## src/rtl/mic_merge.sv

```systemverilog
// mic_merge: 2:1 packet-atomic merge of two MIC beat streams onto one output stream.
// Latency: 1 cycle from input accept to O_TVALID; 1 beat/cycle sustained when O_TREADY=1.
// Backpressure: 2-entry output skid (output reg + spare reg); I*_TREADY depends on skid state only, never on O_TREADY.
//
// Ports: clk/reset (async active-high); I0_*/I1_* input streams (TVALID/TREADY/TDATA/TLAST);
//        O_* merged output stream, all outputs registered.
// Build option MIC_MERGE_RR_EN: defined -> round-robin between simultaneous first beats;
//        undefined (default) -> fixed priority, input 0 wins.
module mic_merge #(
    parameter int DATA_W = 64
) (
    input  logic              clk,
    input  logic              reset,
    input  logic              I0_TVALID,
    output logic              I0_TREADY,
    input  logic [DATA_W-1:0] I0_TDATA,
    input  logic              I0_TLAST,
    input  logic              I1_TVALID,
    output logic              I1_TREADY,
    input  logic [DATA_W-1:0] I1_TDATA,
    input  logic              I1_TLAST,
    output logic              O_TVALID,
    input  logic              O_TREADY,
    output logic [DATA_W-1:0] O_TDATA,
    output logic              O_TLAST
);

    localparam logic [1:0] ST_IDLE = 2'd0;
    localparam logic [1:0] ST_OWN0 = 2'd1;
    localparam logic [1:0] ST_OWN1 = 2'd2;

    logic [1:0]        state;
    logic              sp_vld;
    logic [DATA_W-1:0] sp_dat;
    logic              sp_last;
    logic              can_accept;
    logic              pick1;
    logic              sel0;
    logic              sel1;
    logic              acc0;
    logic              acc1;
    logic              in_vld;
    logic [DATA_W-1:0] in_dat;
    logic              in_last;

`ifdef MIC_MERGE_RR_EN
    // Input that took the most recent packet; 1 at reset so input 0 goes first.
    logic last_grant;
`endif

    // A new beat is taken only while the spare register is free, so a
    // stalled output beat always has somewhere to park the one behind it.
    assign can_accept = !sp_vld;

    // Which input a packet start in IDLE goes to.
    always_comb begin
        pick1 = 1'b0;
`ifdef MIC_MERGE_RR_EN
        if (I0_TVALID && I1_TVALID)
            pick1 = !last_grant;
        else
            pick1 = I1_TVALID;
`else
        pick1 = I1_TVALID && !I0_TVALID;
`endif
    end

    always_comb begin
        sel0 = 1'b0;
        sel1 = 1'b0;
        case (state)
            ST_IDLE: begin
                sel0 = I0_TVALID && !pick1;
                sel1 = pick1;
            end
            ST_OWN0: sel0 = 1'b1;
            ST_OWN1: sel1 = 1'b1;
            default: begin
                sel0 = 1'b0;
                sel1 = 1'b0;
            end
        endcase
    end

    // Ready held low during reset so no beat is taken while state is cleared.
    assign I0_TREADY = sel0 && can_accept && !reset;
    assign I1_TREADY = sel1 && can_accept && !reset;

    assign acc0    = I0_TVALID && I0_TREADY;
    assign acc1    = I1_TVALID && I1_TREADY;
    assign in_vld  = acc0 || acc1;
    assign in_dat  = acc1 ? I1_TDATA : I0_TDATA;
    assign in_last = acc1 ? I1_TLAST : I0_TLAST;

    // Ownership FSM: an input keeps the output from its first accepted beat
    // until its TLAST beat is accepted.
    always_ff @(posedge clk or posedge reset) begin
        if (reset) begin
            state <= ST_IDLE;
`ifdef MIC_MERGE_RR_EN
            last_grant <= 1'b1;
`endif
        end else begin
            case (state)
                ST_IDLE: begin
                    if (acc0) begin
`ifdef MIC_MERGE_RR_EN
                        last_grant <= 1'b0;
`endif
                        if (!I0_TLAST)
                            state <= ST_OWN0;
                    end else if (acc1) begin
`ifdef MIC_MERGE_RR_EN
                        last_grant <= 1'b1;
`endif
                        if (!I1_TLAST)
                            state <= ST_OWN1;
                    end
                end
                ST_OWN0: if (acc0 && I0_TLAST) state <= ST_IDLE;
                ST_OWN1: if (acc1 && I1_TLAST) state <= ST_IDLE;
                default: state <= ST_IDLE;
            endcase
        end
    end

    // Output skid. Stalled output: hold it and park any new beat in the spare.
    // Otherwise the spare (oldest) drains first; an accept cannot happen in
    // that cycle since the spare was occupied.
    always_ff @(posedge clk or posedge reset) begin
        if (reset) begin
            O_TVALID <= 1'b0;
            O_TDATA  <= '0;
            O_TLAST  <= 1'b0;
            sp_vld   <= 1'b0;
            sp_dat   <= '0;
            sp_last  <= 1'b0;
        end else if (O_TVALID && !O_TREADY) begin
            if (in_vld) begin
                sp_vld  <= 1'b1;
                sp_dat  <= in_dat;
                sp_last <= in_last;
            end
        end else if (sp_vld) begin
            O_TVALID <= 1'b1;
            O_TDATA  <= sp_dat;
            O_TLAST  <= sp_last;
            sp_vld   <= 1'b0;
        end else begin
            O_TVALID <= in_vld;
            if (in_vld) begin
                O_TDATA <= in_dat;
                O_TLAST <= in_last;
            end
        end
    end

endmodule

```

## config.mk

```make
export PLATFORM = sky130hd
export DESIGN_NAME = mic_merge
export DESIGN_NICKNAME = d
export VERILOG_FILES = /design/src/rtl/mic_merge.sv
export SDC_FILE = /design/constraint.sdc
export NUM_CORES = 1
export LEC_CHECK = 0
export CORE_MARGIN = 5
export CORE_UTILIZATION = 25
export DETAILED_ROUTE_END_ITERATION = 6
export GPL_TIMING_DRIVEN = 0
export SETUP_SLACK_MARGIN = 0.4
export SLEW_MARGIN = 20
export SYNTH_ARGS = -nofsm -noshare
export SYNTH_HDL_FRONTEND = slang
export SYNTH_SLANG_ARGS = --single-unit
```

## constraint.sdc

```tcl
create_clock -name clk -period 5.05 [get_ports clk]
set_input_delay 0.505 -clock clk [delete_from_list [all_inputs] [get_ports clk]]
set_output_delay 0.505 -clock clk [all_outputs]
set_load 0.02 [all_outputs]
```

* Word-level counts from Yosys, hierarchy flattened
Index checks and enable logic that the tools add are counted.
** Word-level totals
- Word-level logic and storage cells :: 56
- Register bits :: 134
- Bits of input ports :: 135
** Operators by class
- Mux-type cells :: 18
- Bitwise operators :: 1
- Equality and inequality tests :: 8
- Reduce and logical (&&, ||, !) cells :: 22
** Operators with widths (count)
- 64-bit 2-to-1 mux :: 3
- 2-bit 2-to-1 mux :: 6
- 1-bit logical AND :: 11
- 3-bit != test, second input constant :: 3
- 1-bit 2-to-1 mux :: 6
- 2-bit != test, second input constant :: 3
- 2-bit case mux with 3 select lines :: 1
- 1-bit logical NOT :: 5
- 5-bit AND reduction :: 1
- 1-bit case mux with 2 select lines :: 2
- 2-bit AND reduction :: 2
- 2-bit by 1-bit equality test with 1-bit output, second input constant :: 1
- 2-bit equality test, second input constant :: 1
- 2-bit logical NOT :: 1
- 2-bit nonzero test :: 1
- 1-bit logical OR :: 1
- 1-bit inverter :: 1

* Logic depth before layout (Yosys ltp)
Gate-level depths: netlist of the first run.
- Depth in word-level cells :: 11
- Gate-level depth with buffers :: 7
- Gate-level depth less buffers :: 4

* Least setup slack after synthesis of the first run
Ideal clock, no wire load.
- Kind :: input-to-reg
- Start point :: input port reset
- End point :: register sp_vld
- Arrival :: 3.910 ns
- Stages on the path :: 4
- Slack :: 1.068 ns
- Buffers on the path :: 0
- Required time :: 4.978 ns
- Cells stage by stage :: inv_1 -> o21ai_0 -> nor2b_1 -> nor2_1
** On the way
- Cells in the longest elaborated chain, start to end :: 5
- Elaborated cells between the ends (all ways) :: 7
** RTL lines
- start: declaration :: RTL line 13 : input logic reset,
- 1-bit logical NOT (no source line) (*)
- 1-bit logical AND (on tied branches) :: RTL line 86, 87
- 1-bit logical AND (on tied branches) :: RTL line 89, 90
- 1-bit logical OR (*) :: RTL line 91 : assign in_vld = acc0 || acc1;
- 2-bit != test (no source line) (*)
- end signal: assignment :: RTL line 135 : sp_vld <= 1'b0;
- end signal: assignment :: RTL line 140 : sp_vld <= 1'b1;
- end signal: assignment :: RTL line 148 : sp_vld <= 1'b0;
- end: declaration :: RTL line 33 : logic sp_vld;
Every way passes the cells marked *; elsewhere a longest branch is shown, timed or not.
A chain may end at the register's enable or synchronous reset.

* Worst setup path in the final report of the first run
- Start point :: register sp_vld
- End point :: output port I1_TREADY
** On the way
- Cells in the longest elaborated chain, start to end :: 3
** RTL lines
- 1-bit logical NOT :: RTL line 53 : assign can_accept = !sp_vld;
- 1-bit logical AND (2 in series) :: RTL line 87 : assign I1_TREADY = sel1 && can_accept && !reset;
- end: declaration :: RTL line 19 : output logic I1_TREADY,
Every way passes these cells.

==> metrics.yaml, run 1 <==
worst_setup_path:
  worstSetupEndpointType: "primary output"
  crit_type: "reg -> out"
  rr_endpoint: "O_TDATA[11]$_DFFE_PP0P_"
  required_ns: 4.55
  cp_top_family: "buffers and inverters"
  crit-reg2reg-launch: "O_TVALID$_DFFE_PP0N_"
  cp_common_cell: "clkbuf_1"
  crit_chain: "buf_2 -> clkbuf_1 -> clkbuf_1 -> nor4_1 -> clkdlybuf4s50_1"
  critPathMaxFanout: 10
  cp.arrival_ns: 2.65
  crit_path_end: "I1_TREADY"
  cp_num_buf_inv: 4
  critical_path.max_stage_delay_ns: 0.70
  r2r_setup_slack_ns: 3.11
  path_depth: 5
  crit_start: "sp_vld$_DFFE_PP0P_"
  cp_slowest_cell: "clkdlybuf4s50_1"
  reg2regPathDepth: 6
  start_kind: "flip-flop"
die:
  start_util: 0.2516
  dieArea_um2: 27480
  die_width_um: 165.8
  core.rowCount: 57
  die_h_um: 165.8
  io_pins: 203
  coreArea_um2: 24110
timing:
  fmax_mhz: 317.0
  rsz0062_at_grt: "false"
  slew_violations: 0
  tightest_slew_ns: 0.5595
  slew-limit-headroom: 0.6270
  setup_tns_ns: 0
  holdWs_ns: 0.4696
  hold_viol: 0
  setup-violations-final: 0
  min_period_over_period: 0.6246
  skew_ns: 0.007597
  post-route-min-period_ns: 3.154
placed_design:
  place.gp.congestion: 0.7329
  placed_area_um2: 8528
  port_buffers: 202
  dp_hpwl_um: 14480
status:
  outcome: "complete, no violations"
drt:
  drc: 0
  postRouteAntennaNets: 0
  drt-pass1-iter-count: 4
  vias: 5176
  wire_per_inst_um: 16.90
  via_per_inst: 4.458
  drt_iter0_drc: 178
  routed_wl_um: 19620
cts:
  cts-root-buf: "clkbuf_16"
  cts.sinks: 134
  cts_htree_levels: 4
  clk_pin_slew_ns: 0.06
  cts_tree: "yes"
  post_cts_buffers: 0
  cts-hold-fix-buffers: 0
  cts_buffer_depth: 2
  cts_buffers: 17
  ctsResizeCount: 0
  clkLatencyLatePin_ns: 0.41
global_route:
  grt_first_pass_wirelength_um: 30990
  antenna_found_initial: 1
  grt_overflow: 0
  groute.usage.overall: 0.1418
  grt_pass1_vias: 5466
  grt_start_max_net_pins: 71
logic_synthesis:
  muxShareOfSynthArea: 0.1073
  synth_edf_count: 0
  ys_ff_latch: 134
  synth.largest_area_cell: "dfrtp_1"
  ys_top_cells_by_count: "dfrtp_1, o21ai_0, a21oi_1"
  synthFlopType: "dfrtp_1"
  synth_warnings: 0
  synthXorXnorAreaFrac: 0
  yosys.area_share.simple: 0.1229
  synth_fa_ha_area_frac: 0
  postSynthAreaPerCell_um2: 10.09
  synth_area_leaders: "dfrtp_1, mux2i_1, o21ai_0"
  netlist_area_um2: 6066
  yosysMostFrequentCell: "dfrtp_1"
  synth_top_area_frac: 0.5528
  synth_compound_area_frac: 0.1720
  synthArstFlopShare: 1.000
  netlist_instances: 601
  seq_area_frac_synth: 0.5528
  synth_nets: 736
  ys_types: 23
  synth_top_family_by_area: "compound AO/OA/AOI/OAI gates"
run:
  drv_cap: 0
pwr:
  internal-power_w: 0.003158
  seq_power_share: 0.383
  leakage_nw: 4.381
  powerDensity_nw_per_um2: 532.8
  switchingPower_w: 0.001691
  pwr-share-comb: 0.371
  clockPowerShare: 0.246
  switching_share: 0.3487
  vdd_drop_max_mv: 0.1579
hold_path:
  whs_path_depth: 2
  hp-class: "reg -> reg"
  worstHoldStart: "sp_dat[52]$_DFFE_PP0P_"
layout:
  final_area_um2: 9101
  area_growth_pct: 50.04
  nets: 958
  drive_above_1_share: 0.08254
## power by group through the flow
stage | registers, W | logic (W) | clock network [W]
3_3_place_gp | 0.00185 | 0.00181 | 0
5_1_grt | 0.00193 | 0.00198 | 0.00127
3_5_place_dp | 0.00188 | 0.00184 | 0
6_report | 0.00186 | 0.00180 | 0.00119
2_1_floorplan | 0.00216 | 0.000603 | 0
4_1_cts | 0.00186 | 0.00184 | 0.00123
## layer usage
metal	up-vias	track usage	routed length, um
met4	0	0.04412	234
met2	124	0.2385	9715
met1	2465	0.1801	8731
li1	2575	-	-
met5	-	0	0
met3	12	0.03594	943
## cells by family after synthesis
family	after synthesis
multiplexers	65
flip-flops	134
buffers and inverters	54
AO/OA/AOI/OAI	204
AND/OR/NAND/NOR	144
## stage by stage
stage	std cells	setup WS, ns	total power [W]	util
CTS	1160	1.844	0.004930	0.3775
finish	1161	1.896	0.004849	0.3776
detailed placement	1128	2.163	0.003716	0.3538
floorplan	601	0.9490	0.002767	-
global route	1161	1.780	0.005185	0.3776
global placement	1127	-1.290	0.003664	0.3523
## cell usage in the layout, fill, tap and decap left out, types with 19 or more instances in the layout
master           Yosys  layout
o21ai_1             49      49
and3_1              65      65
clkbuf_1            19      19
dfrtp_1            134     134
mux2i_1             65      65
o21ai_0             83      83
nand2_1             67      67
clkdlybuf4s50_1      0     202
buf_2               23      23
a21oi_1             68      68
## final cells by class
| type | instances | area (um2) |
|---|---|---|
| inverters | 4 | 22.52 |
| fillers | 2523 | 15000 |
| diodes | 1 | 2.502 |
| clock buffers | 20 | 466.7 |
| well taps | 324 | 405.4 |
| flip-flops and latches | 134 | 3353 |
| plain buffers | 50 | 257.7 |
| repair buffers | 203 | 2049 |
| clock inverters | 12 | 103.9 |
| multi-input cells | 413 | 2440 |
## sequential cells by signal, summed over array words and instances (netlist names)
signal	cells
O_TDATA	64
sp_dat	64
state	2
O_TLAST	1
O_TVALID	1
sp_last	1
sp_vld	1
## worst min-delay path by stage
stage                              to  slack (ns)
6_report       sp_dat[52]$_DFFE_PP0P_        0.47
4_1_cts        sp_dat[59]$_DFFE_PP0P_        0.48
5_1_grt        sp_dat[59]$_DFFE_PP0P_        0.49
3_5_place_dp   sp_dat[59]$_DFFE_PP0P_        0.46
3_3_place_gp   sp_dat[55]$_DFFE_PP0P_        0.45
2_1_floorplan  sp_dat[37]$_DFFE_PP0P_        0.44
## tightest hold or removal path, cell delays in order (launching register included)
cell and delay [ns]:
dfrtp_1 0.33, nand2_1 0.04, o21ai_0 0.06
Note: power is estimated with default switching activity, not from simulation.
==> run 2, diff against run 1 <==
- clock period: 5.05 -> 3 ns (I/O delays scaled with it)
==> run 2 against run 1 <==
Compared with the run above: clock power increased by 100%; combinational power increased by 69%; wire length is 0.36% higher; critical path depth did not move; setup slack worse by 1.4 ns; die area is the same; via count rose by 1.8%; clock-buffer cell count stayed put; sequential power is 68% higher; critical endpoint unchanged.
==> metrics.yaml, run 2 (synthesized netlist as in run 1, its figures left out) <==
worst_setup_path:
  cp.arrival_ns: 2.17  # -0.48 ns
  cp_top_family: "buffers and inverters"
  cp_slowest_cell: "nor4_1"
  start_kind: "flip-flop"
  crit_chain: "buf_2 -> clkbuf_2 -> clkbuf_2 -> nor4_1 -> clkdlybuf4s15_2"
  critical_path.max_stage_delay_ns: 0.38  # -0.32 ns
  cp_common_cell: "clkbuf_2"
  worstSetupEndpointType: "primary output"
  cp_num_buf_inv: 4  # unchanged
  crit_type: "reg -> out"
  critPathMaxFanout: 10  # unchanged
  required_ns: 2.70  # -1.85 ns
cts:
  cts_htree_levels: 4  # unchanged
  clk_pin_slew_ns: 0.06  # about the same
  cts-root-buf: "clkbuf_16"
  post_cts_buffers: 0  # unchanged
  cts.sinks: 134  # unchanged
  cts_buffer_depth: 2  # unchanged
  clkLatencyLatePin_ns: 0.41  # about the same
  cts_tree: "yes"
  cts_buffers: 17  # unchanged
drt:
  wire_per_inst_um: 16.92  # about the same
  vias: 5268  # +1.8%
  drc: 0  # unchanged
  via_per_inst: 4.526  # +1.5%
  drt_iter0_drc: 156  # -12%
  routed_wl_um: 19690  # +0.36%
  postRouteAntennaNets: 0  # unchanged
  drt-pass1-iter-count: 4  # unchanged
timing:
  post-route-min-period_ns: 2.475
  setup_tns_ns: 0  # unchanged
  slew_violations: 0  # unchanged
  fmax_mhz: 404.1
  min_period_over_period: 0.8249
  skew_ns: 0.005681  # -0.001916 ns
  rsz0062_at_grt: "false"
  setup-violations-final: 0  # unchanged
  hold_viol: 0  # unchanged
  slew-limit-headroom: 0.6359  # +0.008931
  tightest_slew_ns: 0.5461  # -0.01340 ns
die:
  die_h_um: 165.8  # unchanged
  die_width_um: 165.8  # unchanged
  io_pins: 203  # unchanged
  start_util: 0.2516  # unchanged
  core.rowCount: 57  # unchanged
  dieArea_um2: 27480  # unchanged
  coreArea_um2: 24110  # unchanged
layout:
  top_regs: "O_TDATA (64), sp_dat (64), state (2)"
  fin_util: 0.3853  # +0.007786
  area_growth_pct: 53.14
  nets: 962  # +0.42%
  mostFrequentLayoutCell: "clkdlybuf4s50_1"
  layout_common_cells: "clkdlybuf4s50_1, dfrtp_1, o21ai_0"
  final_area_um2: 9289  # +2.1%
  drive_above_1_share: 0.08929  # +0.006750
  diodes: 0  # -1
hold_path:
  hp-class: "in -> async"
pwr:
  pwr-share-comb: 0.354  # -0.017
  powerDensity_nw_per_um2: 923.6  # +73%
  seq_power_share: 0.365  # -0.018
  p_total_w: 0.008579  # +77%
  vdd_drop_max_mv: 0.3418  # +120%
  internal-power_w: 0.005732  # +82%
  leakage_nw: 4.485  # +2.4%
  clockPowerShare: 0.281  # +0.035
  switching_share: 0.3319  # -0.01685
  switchingPower_w: 0.002847  # +68%
global_route:
  grt_start_max_net_pins: 33  # -54%
  grt_first_pass_wirelength_um: 30790  # -0.65%
  grt_pass1_vias: 5594  # +2.3%
  antenna_found_initial: 1  # unchanged
  groute.usage.overall: 0.1417  # -0.0001444
  grt_overflow: 0  # unchanged
placed_design:
  port_buffers: 202  # unchanged
  dp_hpwl_um: 14650  # +1.2%
  place.gp.congestion: 0.7159  # -2.3%
  placed_area_um2: 8605  # +0.89%
status:
  outcome: "complete, no violations"
run:
  drv_cap: 0  # unchanged
run 2: through the flow:
step	worst slack, ns	hold slack, ns	cells
2_1_floorplan	0.2424	0.4047	601
6_report	0.5253	0.3408	1164
5_1_grt	0.4473	0.3350	1164
3_3_place_gp	-1.620	0.4533	1127
4_1_cts	0.4210	0.3161	1164
3_5_place_dp	0.4462	0.4615	1132
run 2: repair_timing:
| item | CTS | global route |
|---|---|---|
| hold buffers | 0 | 0 |
| gates resized for setup | 5 | 2 |
| endpoints found under the setup margin | 1 | 1 |
run 2: power by group through the flow:
stage,clock network [W],logic [W],registers (W)
after floorplan,0,0.00102,0.00364
after detailed placement,0,0.00310,0.00317
after global placement,0,0.00304,0.00312
final,0.00241,0.00304,0.00313
after global routing,0.00254,0.00336,0.00326
after CTS,0.00246,0.00310,0.00314
run 2: worst reg2reg max path, stage by stage, from the launching register on:
cell and delay (ns):
dfrtp_1 0.36, buf_2 0.18, nor4b_4 0.30, nand2_1 0.19, buf_6 0.21, buf_6 0.18
mux2i_1 0.27, o21ai_0 0.12
run 2: worst paths after layout:
kind / to / slack, ns / startpoint / cells after the start
worst max-delay path: I1_TREADY / 0.53 / sp_vld$_DFFE_PP0P_ / 5
worst min-delay path: O_TDATA[18]$_DFFE_PP0P_ / 0.34 / reset / 2
worst max register to register: sp_dat[63]$_DFFE_PP0P_ / 1.06 / sp_vld$_DFFE_PP0P_ / 7
worst min register to register: sp_dat[55]$_DFFE_PP0P_ / 0.47 / sp_dat[55]$_DFFE_PP0P_ / 2
max in group asynchronous: O_TDATA[5]$_DFFE_PP0P_ / 2.05 / reset / 4
min in group clk: sp_dat[55]$_DFFE_PP0P_ / 0.47 / sp_dat[55]$_DFFE_PP0P_ / 2
run 2: layout make-up:
cell class / count / area (um2)
repair buffers: 207 / 2131
flip-flops and latches: 134 / 3353
clock buffers: 20 / 456.7
clock inverters: 12 / 224.0
multi-input cells: 413 / 2440
well taps: 324 / 405.4
inverters: 4 / 18.77
plain buffers: 50 / 260.3
fillers: 2484 / 14820
run 2: layer usage:
layer,share of wire,up-vias,wire length (um),GRT usage
li1,-,2570,-,-
met1,0.43,2540,8564,0.1716
met2,0.49,139,9701,0.2452
met3,0.055,17,1091,0.04261
met4,0.016,2,317,0.03981
met5,0.0010,-,20,0
